===== config.mk =====
export PLATFORM = sky130hd
export DESIGN_NAME = dffram_byte_sequencer
export DESIGN_NICKNAME = d
export VERILOG_FILES = /design/src/rtl/dffram_seq_pkg.sv /design/src/rtl/dffram_seq_lane_pick.sv /design/src/rtl/dffram_byte_sequencer.sv
export SDC_FILE = /design/constraint.sdc
export NUM_CORES = 1
export LEC_CHECK = 0
export CELL_PAD_IN_SITES_DETAIL_PLACEMENT = 0
export CELL_PAD_IN_SITES_GLOBAL_PLACEMENT = 1
export CORE_MARGIN = 2
export CORE_UTILIZATION = 35
export CTS_CLUSTER_DIAMETER = 100
export DETAILED_ROUTE_END_ITERATION = 10
export GPL_TIMING_DRIVEN = 0
export HOLD_SLACK_MARGIN = 0.03
export PLACE_DENSITY_LB_ADDON = 0.2
export SETUP_SLACK_MARGIN = 0.2
export SYNTH_ARGS = -nofsm -noshare
export SYNTH_HDL_FRONTEND = slang
export SYNTH_SLANG_ARGS = --single-unit

===== constraint.sdc =====
create_clock -name CLK -period 4.5 [get_ports CLK]
set_clock_uncertainty 0.1 [all_clocks]
set_input_delay 0.45 -clock CLK [delete_from_list [all_inputs] [get_ports CLK]]
set_output_delay 0.45 -clock CLK [all_outputs]
set_load 0.02 [all_outputs]

===== src/rtl/dffram_seq_pkg.sv =====
// Shared types and constants for the DFF RAM byte sequencer.
// Holds the sequencer state encoding, word geometry and the macro idle pair.
// No logic; imported by the sequencer top and its lane-pick helper.
package dffram_seq_pkg;

    // Sequencer phases: wait for a request, walk the byte lanes, collect the
    // last read byte, then pulse the response.
    typedef enum logic [1:0] {
        IDLE   = 2'd0,
        ACCESS = 2'd1,
        DRAIN  = 2'd2,
        RESP   = 2'd3
    } state_e;

    localparam int BYTES_PER_WORD = 4;

    // Highest byte lane index within a word.
    localparam logic [1:0] LAST_LANE = 2'(BYTES_PER_WORD - 1);

    // {cen, gwen} pair that leaves the macro untouched.
    localparam logic [1:0] RAM_INACTIVE = 2'b11;

endpackage


===== src/rtl/dffram_seq_lane_pick.sv =====
// Finds the lowest set strobe lane at or above a starting lane index.
// Purely combinational, zero latency.
// No handshake; caller decides when the result is consumed.
module dffram_seq_lane_pick
    import dffram_seq_pkg::*;
(
    input  logic [3:0] mask_i,
    input  logic [2:0] from_i,
    output logic       found_o,
    output logic [1:0] lane_o
);

    // Scan high to low so the lowest qualifying lane is the one that sticks.
    always_comb begin
        found_o = 1'b0;
        lane_o  = 2'd0;
        for (int i = BYTES_PER_WORD - 1; i >= 0; i--) begin
            if (mask_i[i] && (3'(i) >= from_i)) begin
                found_o = 1'b1;
                lane_o  = 2'(i);
            end
        end
    end

endmodule


===== src/rtl/dffram_byte_sequencer.sv =====
// Serialises 32-bit word requests into four byte accesses on a 512x8 DFF RAM macro.
// Latency: read response 6 cycles after handshake, write 5 (DFFRAM_SEQ_SKIP_EN: 1+popcount(wstrb)).
// Backpressure: req_ready low while a word is in flight; rsp_valid is a one-cycle pulse, no backpressure.
module dffram_byte_sequencer
    import dffram_seq_pkg::*;
#(
    parameter int ADDR_WIDTH = 9
) (
    input  logic                  CLK,
    input  logic                  RST,
    input  logic                  req_valid,
    output logic                  req_ready,
    input  logic                  req_we,
    input  logic [ADDR_WIDTH-3:0] req_addr,
    input  logic [31:0]           req_wdata,
    input  logic [3:0]            req_wstrb,
    output logic                  rsp_valid,
    output logic [31:0]           rsp_rdata,
    output logic                  ram_cen,
    output logic                  ram_gwen,
    output logic [3:0]            ram_wmask,
    output logic [ADDR_WIDTH-1:0] ram_a,
    output logic [7:0]            ram_d,
    input  logic [7:0]            ram_q
);

    localparam int WA = ADDR_WIDTH - 2;

    state_e          state_q, state_d;
    logic [1:0]      k_q, k_d;
    logic            we_q;
    logic [WA-1:0]   addr_q;
    logic [31:0]     wdata_q;
    logic [3:0]      wstrb_q;
    logic [23:0]     rbuf_q;
    logic [31:0]     rdata_q;
    logic            hs;

    assign hs = req_valid && (state_q == IDLE);

`ifdef DFFRAM_SEQ_SKIP_EN
    logic       idle_found, acc_found;
    logic [1:0] idle_lane,  acc_lane;

    // First enabled lane of an incoming write.
    dffram_seq_lane_pick u_pick_idle (
        .mask_i  (req_wstrb),
        .from_i  (3'd0),
        .found_o (idle_found),
        .lane_o  (idle_lane)
    );

    // Next enabled lane after the one being accessed now.
    dffram_seq_lane_pick u_pick_acc (
        .mask_i  (wstrb_q),
        .from_i  ({1'b0, k_q} + 3'd1),
        .found_o (acc_found),
        .lane_o  (acc_lane)
    );
`endif

    // State and lane counter registers; reset aborts any word in flight.
    always_ff @(posedge CLK or posedge RST) begin
        if (RST) begin
            state_q <= IDLE;
            k_q     <= 2'd0;
        end else begin
            state_q <= state_d;
            k_q     <= k_d;
        end
    end

    // Next-state logic: walk lanes, add a drain cycle for reads, then respond.
    always_comb begin
        state_d = state_q;
        k_d     = k_q;
        case (state_q)
            IDLE: begin
                if (hs) begin
`ifdef DFFRAM_SEQ_SKIP_EN
                    if (req_we) begin
                        if (idle_found) begin
                            state_d = ACCESS;
                            k_d     = idle_lane;
                        end else begin
                            state_d = RESP;
                            k_d     = 2'd0;
                        end
                    end else begin
                        state_d = ACCESS;
                        k_d     = 2'd0;
                    end
`else
                    state_d = ACCESS;
                    k_d     = 2'd0;
`endif
                end
            end
            ACCESS: begin
`ifdef DFFRAM_SEQ_SKIP_EN
                if (we_q) begin
                    if (acc_found) begin
                        k_d = acc_lane;
                    end else begin
                        state_d = RESP;
                    end
                end else begin
                    k_d = k_q + 2'd1;
                    if (k_q == LAST_LANE) begin
                        state_d = DRAIN;
                    end
                end
`else
                k_d = k_q + 2'd1;
                if (k_q == LAST_LANE) begin
                    state_d = we_q ? RESP : DRAIN;
                end
`endif
            end
            DRAIN: begin
                state_d = RESP;
            end
            RESP: begin
                state_d = IDLE;
                k_d     = 2'd0;
            end
            default: begin
                state_d = IDLE;
                k_d     = 2'd0;
            end
        endcase
    end

    // Request capture on handshake; held stable for the whole word.
    always_ff @(posedge CLK or posedge RST) begin
        if (RST) begin
            we_q    <= 1'b0;
            addr_q  <= '0;
            wdata_q <= 32'd0;
            wstrb_q <= 4'd0;
        end else if (hs) begin
            we_q    <= req_we;
            addr_q  <= req_addr;
            wdata_q <= req_wdata;
            wstrb_q <= req_wstrb;
        end
    end

    // Read data collection: macro Q lags the address by one cycle, so lane k-1
    // arrives while lane k is addressed and lane 3 arrives in DRAIN. The
    // visible response word only updates once all four bytes are in.
    always_ff @(posedge CLK or posedge RST) begin
        if (RST) begin
            rbuf_q  <= 24'd0;
            rdata_q <= 32'd0;
        end else if (state_q == ACCESS && !we_q) begin
            case (k_q)
                2'd1:    rbuf_q[7:0]   <= ram_q;
                2'd2:    rbuf_q[15:8]  <= ram_q;
                2'd3:    rbuf_q[23:16] <= ram_q;
                default: rbuf_q        <= rbuf_q;
            endcase
        end else if (state_q == DRAIN) begin
            rdata_q <= {ram_q, rbuf_q};
        end
    end

    // Bus and macro outputs, decoded from registered state only.
    always_comb begin
        req_ready           = (state_q == IDLE);
        rsp_valid           = (state_q == RESP);
        rsp_rdata           = rdata_q;
        ram_wmask           = 4'hF;
        {ram_cen, ram_gwen} = RAM_INACTIVE;
        ram_a               = '0;
        ram_d               = 8'd0;
        if (state_q == ACCESS) begin
            ram_a = {addr_q, k_q};
            ram_d = 8'(wdata_q >> {k_q, 3'b000});
            if (we_q) begin
                // Disabled lanes keep the macro idle but still use their slot.
                ram_cen  = ~wstrb_q[k_q];
                ram_gwen = ~wstrb_q[k_q];
            end else begin
                ram_cen  = 1'b0;
                ram_gwen = 1'b1;
            end
        end
    end

endmodule


==> impl_metrics.toml <==
[critical_path]
path_max_fanout = 10
cp.required_ps = 3950
crit_arrival_ps = 2370
critPathLaunchType = "flip-flop"
worstSetupEndpointType = "output port"
crit_type = "flip-flop to output port"

[detailed_routing]
ant_nets = 0
wire_per_inst_um = 15.9
wl_met2_um = 4460
drt_first_pass_iters = 4
met1_length_um = 4010
vias_per_cell = 4.61
drtIter0Drc = 102
drc = 0
routed-wl-met3_um = 654
top_layer = "met4"
vias = 2679
routed_wl_um = 9270

[grt]
grt_antenna_before_repair = 0
track_usage_pct = 14.7
grt_max_degree = 61
grt_overflow = 0
grt_pass1_vias = 2864
grt_pass1_wl_um = 14800

[sta]
final_max_slew_viol_count = 0
setup_viol_count_final = 0
maxSlewHeadroom_pct = 48.8
finalCritPeriodShare_pct = 65.0
tightest_slew_ps = 768
fmax_ghz = 0.342
hold_violations = 0
fin_crit_ps = 2920
rsz0062_at_grt = "no"

[power_and_ir_drop]
power_density_mw_per_mm2 = 730
power_leakage_nw = 2.53
p_total_mw = 4.43
vdd_drop_max_uv = 236

[clocking]
root_buffer = "clkbuf_16"
clockBufferDepth = 2
ctsResizeCount = 0
h-tree-depth = 3
cts.sinks = 104
post-cts-setup-buffers = 0
clkTransAtPathRegs_ps = 70
cts_tree = "yes"
cts_inserted_buffers = 9
hold_buffers = 0
worstSkewPairLatency_ps = 340

[synth]
synth-edff-count = 0
syn_inst = 283
synth_async_sr_flop_share_pct = 100
synth_cell_type_count = 29
syn-mean-instance-area_um2 = 15.7
synth-seq-area-share_pct = 58.6
synthFlopType = "dfrtp_1"
yosys_warnings = 0
yosys_register_bits = 104
syn_area_mm2 = 0.00444

[placed_design]
dp.cells = 566
placed_area_mm2 = 0.00577
numPortBuffers = 107
globalplace.congestion = 0.705
hpwlAfterDp_um = 6520

[die]
row_count = 41
die_h_um = 117
die_area_mm2 = 0.0136
start_util_pct = 35.5
dieWidth_um = 117
io_pins = 112
core_mm2 = 0.0125

[finish]
nets = 469
area_growth_pct = 36.6
fin_cells = 581
fin_area_mm2 = 0.00607
n_antenna_cell = 0
drive_gt1_share_pct = 34.2
nFillCells = 1173

[job]
cap_violations = 0

[status]
status = "finished clean"

[hold_path]
hold_path.class = "flip-flop to flip-flop"
[routing by layer]
metal,up-vias,track usage (%)
li1,1241,-
met1,1352,17.8
met2,76,24.2
met3,10,5.24
met4,0,5.88
met5,-,0
[critical path, cell delays in order, from the launching register on]
cell	delay, ps
dfrtp_1	420
inv_1	140
ha_1	190
clkbuf_1	450
and2_1	230
clkdlybuf4s50_1	610
[state kept, by name (all words and copies together) (netlist names)]
register / cells
rsp_rdata: 32
wdata_q: 32
rbuf_q: 24
addr_q: 7
wstrb_q: 4
k_q: 2
state_q: 2
we_q: 1
[layout make-up]
type	instances	area [µm²]	share of cell area (%)
flip-flops and latches	104	2600	42.9
repair buffers	108	1100	18.1
multi-input cells	159	1710	28.2
clock inverters	2	38.8	0.639
plain buffers	15	108	1.77
well taps	172	215	3.55
inverters	8	32.5	0.536
clock buffers	13	260	4.29
[Yosys cell counts, types with 2 or more instances]
master	count	area share, %
and2_1	16	2.3
buf_4	4	0.68
mux4_2	7	3.6
inv_1	7	0.59
mux2_1	2	0.51
buf_2	5	0.56
mux4_1	2	1.2
nor2b_1	2	0.28
clkbuf_1	2	0.17
dfrtp_1	104	59
mux2_2	99	25
o21ai_0	3	0.34
nand2_1	2	0.17
ha_1	9	2.5
buf_6	4	1.0
nand2_2	2	0.28
[worst paths after layout]
path                                  to  slack [ps]  depth (start not counted)           from
max                             ram_d[5]        1580                          5     state_q[1]
min                        rsp_rdata[28]         390                          1  rsp_rdata[28]
max reg2reg                rsp_rdata[18]        2530                          6     state_q[1]
min reg2reg                rsp_rdata[28]         390                          1  rsp_rdata[28]
max in group asynchronous     wdata_q[6]        3100                          3            RST
min in group asynchronous     rbuf_q[10]         500                          2            RST
[per-stage QoR]
stage                     hold WS [ps]  setup slack [ps]  setup TNS (ps)  utilization [%]
after global placement             369              -447          -46020             45.8
after detailed placement           380              1870               0             46.1
final                              388              1580               0             48.5
after CTS                          395              1480               0             48.5
after global routing               409              1380               0             48.5
after floorplan                    352              1220               0                -
[power by group]
group          leakage, nW  internal (mW)  switching (mW)  total [mW]
combinational         1.16           1.13           0.842        1.98
sequential            1.22           1.42           0.243        1.66
clock                0.146          0.460           0.325       0.785
[logic make-up (layout without fill, tap and decap cells)]
family | after synthesis | in the layout | synth area share [%]
muxes | 110 | 110 | 30.4
DFF | 104 | 104 | 58.6
and+or+nand+nor | 26 | 26 | 3.58
buffers and inverters | 23 | 146 | 3.10
AOI/OAI and AO/OA | 10 | 10 | 1.72
adders and majority gates | 9 | 9 | 2.54
other | 1 | 4 | 0.0845
[cell usage in the layout (no fill, tap or decap), drive strengths merged]
master         synthesis  routed
nor2b                  2       2
clkinv                 0       1
o31ai                  1       1
dfrtp                104     104
bufinv                 0       1
mux4                   9       9
a211oi                 1       1
mux2                 101     101
o41ai                  1       1
nor2                   1       1
inv                    8       8
nand3                  2       2
clkdlybuf4s50          0     107
clkbuf                 2      15
nand2                  4       4
ha                     9       9
a21oi                  1       1
buf                   13      14
a22oi                  1       1
a211o                  1       1
o21ai                  4       4
and2                  17      17
conb                   1       4
Note: power is estimated with default switching activity, not from simulation.
